$ cat config.mk
export PLATFORM = sky130hd
export DESIGN_NAME = hw_rng_gen
export DESIGN_NICKNAME = d
export VERILOG_FILES = /design/src/rtl/hw_rng_gen.sv
export SDC_FILE = /design/constraint.sdc
export NUM_CORES = 2
export LEC_CHECK = 0
export BUFFER_PORTS_ARGS = -buffer_cell sky130_fd_sc_hd__buf_2
export CORE_UTILIZATION = 40
export CTS_BUF_LIST = sky130_fd_sc_hd__clkbuf_2
export CTS_CLUSTER_SIZE = 8
export DETAILED_ROUTE_END_ITERATION = 12
export SYNTH_ARGS = -nofsm -noshare
export SYNTH_HDL_FRONTEND = slang
export SYNTH_SLANG_ARGS = --single-unit
export TNS_END_PERCENT = 20
$ cat constraint.sdc
create_clock -name hclk -period 84.1 [get_ports hclk]
set_input_delay 4.205 -clock hclk [delete_from_list [all_inputs] [get_ports hclk]]
set_output_delay 4.205 -clock hclk [all_outputs]
set_load 0.02 [all_outputs]
$ cat src/rtl/hw_rng_gen.sv
// Seedable xorshift32 random source: on a start pulse it fills an NBITS-bit result,
// one 32-bit word per cycle, and then pulses done with the new result already valid.
module hw_rng_gen #(
  parameter int          NBITS    = 1024,
  parameter logic [31:0] SEED_DEF = 32'h2545F491
) (
  input  logic             hclk,
  input  logic             hreset,
  input  logic             enable_p_rng,
  input  logic             seed_wr,
  input  logic [31:0]      seed,
  output logic             busy,
  output logic             done_irq_p_rng,
  output logic [NBITS-1:0] rng_y,
  output logic             rng_ovr
);

  localparam int            K    = NBITS / 32;
  localparam int            CW   = (K > 1) ? $clog2(K) : 1;
  localparam logic [CW-1:0] LAST = CW'(K - 1);

  typedef enum logic {IDLE = 1'b0, FILL = 1'b1} state_t;

  state_t           r_state, w_next_state;
  logic [31:0]      r_lfsr;
  logic [CW-1:0]    r_cnt;
  logic [NBITS-1:0] r_shadow;
  logic [NBITS-1:0] r_rng_y;
  logic             r_done;
  logic             r_ovr;

  logic [31:0]      w_word;
  logic [31:0]      w_seed_eff;
  logic [NBITS-1:0] w_shift;
  logic             w_start, w_last, w_overrun, w_seed_ld;

  function automatic logic [31:0] xorshift32(input logic [31:0] x);
    logic [31:0] t;
    t = x ^ (x << 13);
    t = t ^ (t >> 17);
    t = t ^ (t << 5);
    return t;
  endfunction

  assign w_word     = xorshift32(r_lfsr);
  // Shifting in at the bottom leaves the first generated word at the top after K steps.
  assign w_shift    = {r_shadow[NBITS-33:0], w_word};
  assign w_seed_eff = (seed == 32'd0) ? SEED_DEF : seed;

  always_ff @(posedge hclk or posedge hreset) begin
    if (hreset) r_state <= IDLE;
    else        r_state <= w_next_state;
  end

  always_comb begin
    w_next_state = r_state;
    w_start      = 1'b0;
    w_last       = 1'b0;
    w_overrun    = 1'b0;
    w_seed_ld    = 1'b0;
    case (r_state)
      IDLE: begin
        w_seed_ld = seed_wr;
        if (enable_p_rng) begin
          w_start      = 1'b1;
          w_next_state = FILL;
        end
      end
      FILL: begin
        w_overrun = enable_p_rng;
        if (r_cnt == LAST) begin
          w_last       = 1'b1;
          w_next_state = IDLE;
        end
      end
      default: w_next_state = IDLE;
    endcase
  end

  always_ff @(posedge hclk or posedge hreset) begin
    if (hreset) begin
      r_lfsr   <= SEED_DEF;
      r_cnt    <= '0;
      r_shadow <= '0;
      r_rng_y  <= '0;
      r_done   <= 1'b0;
      r_ovr    <= 1'b0;
    end else begin
      r_done <= 1'b0;
      if (w_seed_ld) begin
        r_lfsr <= w_seed_eff;
        r_ovr  <= 1'b0;
      end
      if (w_start) r_cnt <= '0;
      if (r_state == FILL) begin
        r_lfsr   <= w_word;
        r_shadow <= w_shift;
        r_cnt    <= r_cnt + 1'b1;
      end
      if (w_last) begin
        r_rng_y <= w_shift;
        r_done  <= 1'b1;
      end
      if (w_overrun) r_ovr <= 1'b1;
    end
  end

  assign busy           = (r_state == FILL);
  assign done_irq_p_rng = r_done;
  assign rng_y          = r_rng_y;
  assign rng_ovr        = r_ovr;

endmodule

[Word-level counts from Yosys, hierarchy flattened]
Cells that the tools add are included.
Operators by class
  add/sub/neg operators: 1
  equality and inequality tests: 1
  muxes and demuxes: 16
  bitwise logic cells: 4
  reduce and logical (&&, ||, !) cells: 4
Operators with widths (count)
  $mux 32: 3
  $xor 32x32->32: 2
  $logic_not 32->1: 1
  $xor 32x15->32: 1
  $mux 1: 10
  $mux 5: 2
  $reduce_bool 2->1: 3
  $add 5x1->5 const B: 1
  $eq 5x5->1 const B: 1
  $pmux 1 s2: 1
  $not 1->1: 1
Storage, ports and cells
  register bits after elaboration: 2056
  input port bits: 36
  output and inout port bits: 1027

[Logic depth before layout (Yosys ltp)]
  depth after elaboration: 4
  depth in mapped cells: 10
  mapped depth without buffers: 7

[Worst setup path before layout]
Ideal clock, no wire load.
  path type: input to register
  start point: input port seed[8]
  end point: register r_lfsr[12]
  arrival: 5.195 ns
  slack: 78.814 ns
  stages: 6
  path buffers: 2
  cell sequence: nor4_1 > and4_1 > clkbuf_2 > buf_2 > a211oi_1 > o31ai_1
Between the ends
  word-level cells in the longest chain between the ends: 4
Ends and longest elaborated chain
  start, declared: RTL line 11  | input logic [31:0] seed,
  $logic_not 32->1: RTL line 48  | assign w_seed_eff = (seed == 32'd0) ? SEED_DEF : seed;
  $mux 32: RTL line 48
  $mux 32: RTL line 90  | if (w_seed_ld) begin
  $mux 32: RTL line 95  | if (r_state == FILL) begin
  end signal, assigned: RTL line 91  | r_lfsr <= w_seed_eff;
  end signal, assigned: RTL line 96  | r_lfsr <= w_word;
  end, declared: RTL line 25  | logic [31:0] r_lfsr;
No other way between the ends. The select of a mux whose other input is x is not followed.
A chain may end at the register's enable or synchronous reset.

==> metrics.txt <==
WS Path Type input port to asynchronous set/reset pin; Seq/Total Area, Yosys 0.667; Max transition margin 0.161; Final Setup Violations 0; mean post-synth cell area ~12 um2; die area 0.195 mm2; CTS tree built; CP Launch Type input port; CP arrival 10,830 ps; post-CTS resize count 0; max_cap viols 0; status completed; Buffers on Ports 1,062; FF-to-FF setup slack 77,590 ps; Worst Skew 159 ps; Reg clk slew, reported paths 90 ps; CTS Sinks 2,056; worst-case clock buffer depth 4; worst-path fanout max roughly 130; Post-synth EDFFs 0; unrepaired setup endpoints after global routing no; fmax 0.110 GHz; area delta synth->final 15.7%; number of remaining DRC errors 0; Worst Reg2Reg Path Length in Cells 8; Hold Path Cell Cnt 2; clk_lat worst skew 1860 ps; Overall Power 3890 uW; nets@finish ~8k; Post-CTS Hold Fix Bufs 0; Final HPWL DP 160 mm; top_reg_cell synth dfrtp_1; LEAKAGE slightly below 0.05 uW; Min-Delay Path Class register to register; global-route usage over all layers 0.235; Non-Filler Instances 10.8k; layout cells sized above 1 0.355; vias post-DR approximately 53k; slowest cell on the critical path buf_4; CP bufs+invs 9; Die Height 441 um; initial antenna violation count 5; most common cell after layout, fill and taps aside nand2_1; synthesized instance count 6,669; largest net degree at the start of global routing about 210; core footprint 0.191 mm2; vias per cell slightly below 5; final period utilization 0.108; dpl cells 9,943; Synth Net Count 6,707; critical path cell sequence buf_2, inv_8, buf_4, buf_4, buf_4, buf_4, buf_4, buf_4, buf_4; # fillers ~18k; Routed Antenna Nets 0; Final Util 0.467; critical path's top delay family buffers and inverters; Netlist cell types 36; CTS root buffer clkbuf_2; Worst Min Path Start r_shadow[590]; reg-to-reg critical path startpoint busy; Syn Std Cell Area 0.0772 mm2; num ports between 1k and 1.5k; Max VDD drop 0.0210 mV; Final GP Congestion 0.914; htree depth 6; vias in the first global route between 50k and 60k; most frequent cells in the layout nand2_1 (3,033), dfrtp_1 (2,041), buf_2 (1,062), mux2_2 (960), clkbuf_2 (815); Worst Max-Slew Pin Slew about 1300 ps; Tmin final between 9000 and 10,000 ps; worst hold endpoint rng_y[622]; design area 0.0893 mm2; CTS buffer count between 500 and 600; Total Wirelength ~230 mm; Post-DP Area 0.0846 mm2; Die W 441 um; GRT overflow 0; Initial DRT Pass Iterations 5; routed len/inst 21.4 um; fin. max-slew vios 0; Initial Utilization 0.404; asr flop ratio synth 1.00; Crit path top cell by count buf_4; global-route wire length before repair between 300 and 400 mm; Power Density between 40 and 50 mW/mm2; Fin. Hold Viols 0; final setup TNS 0 ps; Setup Fix Bufs, Post-CTS 0; Ys Warns 0; Rows 160; Seq cells post-synth 2,056; worst flop-to-flop path endpoint rng_y[660]; crit end category asynchronous set/reset pin; Worst EP required 85,830 ps; initial DRC count 3,146; Slowest Stage Delay on Critical Path 910 ps
==> worst max-delay path by stage <==
| stage | start | cells after the start | to | slack (ps) |
|---|---|---|---|---|
| floorplan | hreset | 1 | busy | 21840 |
| global placement | hreset | 9 | r_lfsr[19] | 73050 |
| detailed placement | hreset | 9 | r_shadow[18] | 72890 |
| CTS | hreset | 9 | r_shadow[38] | 75080 |
| global route | hreset | 9 | r_lfsr[28] | 74170 |
| finish | hreset | 9 | r_lfsr[28] | 75000 |
==> layout make-up <==
type	instances	area, um2	area share
diodes	7	17.5	0.000196
clock buffers	815	4080	0.0457
clock inverters	76	616	0.00689
inverters	18	82.6	0.000925
multi-input cells	4239	24000	0.269
flip-flops and latches	2056	51500	0.576
well taps	2511	3140	0.0352
repair buffers	1119	5830	0.0653
==> cell usage after synthesis (3+ instances only) <==
| cell | number | share of area |
|---|---|---|
| a211oi_1 | 13 | 0.0013 |
| a21boi_0 | 9 | 0.00088 |
| a21oi_1 | 21 | 0.0014 |
| and2_1 | 5 | 0.00041 |
| buf_1 | 23 | 0.0011 |
| buf_2 | 214 | 0.014 |
| clkbuf_1 | 118 | 0.0057 |
| dfrtp_1 | 2042 | 0.66 |
| dfstp_2 | 14 | 0.0048 |
| inv_1 | 17 | 0.00083 |
| mux2_2 | 960 | 0.14 |
| mux2i_1 | 13 | 0.0017 |
| nand2_1 | 3034 | 0.15 |
| nand3_1 | 5 | 0.00032 |
| nor2_1 | 20 | 0.00097 |
| nor4_1 | 8 | 0.00065 |
| o21a_1 | 9 | 0.00088 |
| o21ai_0 | 55 | 0.0036 |
| o221ai_1 | 4 | 0.00045 |
| o22ai_1 | 4 | 0.00032 |
| o31ai_1 | 6 | 0.00058 |
| xnor2_1 | 43 | 0.0049 |
| xnor3_1 | 6 | 0.0018 |
| xor2_1 | 6 | 0.00068 |
| xor3_1 | 3 | 0.00092 |
==> layer usage <==
metal	global-route usage	part of all wire
met5	0	0
met4	0.150	0.065
met3	0.0563	0.054
met2	0.381	0.49
met1	0.281	0.39
==> worst min-delay path: cells and delay by family, from the launching register on <==
family           cells  cell delay [ps]
flip-flops           1              370
AND/OR/NAND/NOR      2              110
==> registers in the layout (all words and copies together) (netlist names) <==
register        count
rng_ovr             1
busy                1
r_cnt               5
r_shadow          992
done_irq_p_rng      1
r_lfsr             32
rng_y            1024
==> where the power goes <==
group / internal, uW / switching (uW)
Clock: 287 / 409
Sequential: 1450 / 436
Combinational: 534 / 772
Total: 2280 / 1620
==> logic make-up after synthesis <==
family	count (synthesis)	share of synthesized area
mux	973	0.142
xor+xnor	62	0.00934
fa+ha+maj	2	0.000324
simple gates	3077	0.150
buf+inv	374	0.0217
flops	2056	0.667
compound gates	125	0.00968
==> per-stage QoR <==
step	hold WS, ps	setup slack (ps)
4_1_cts	385	75080
3_3_place_gp	444	73050
3_5_place_dp	446	72890
5_1_grt	409	74170
2_1_floorplan	435	21840
6_report	420	75000
Note: power is estimated with default switching activity, not from simulation.
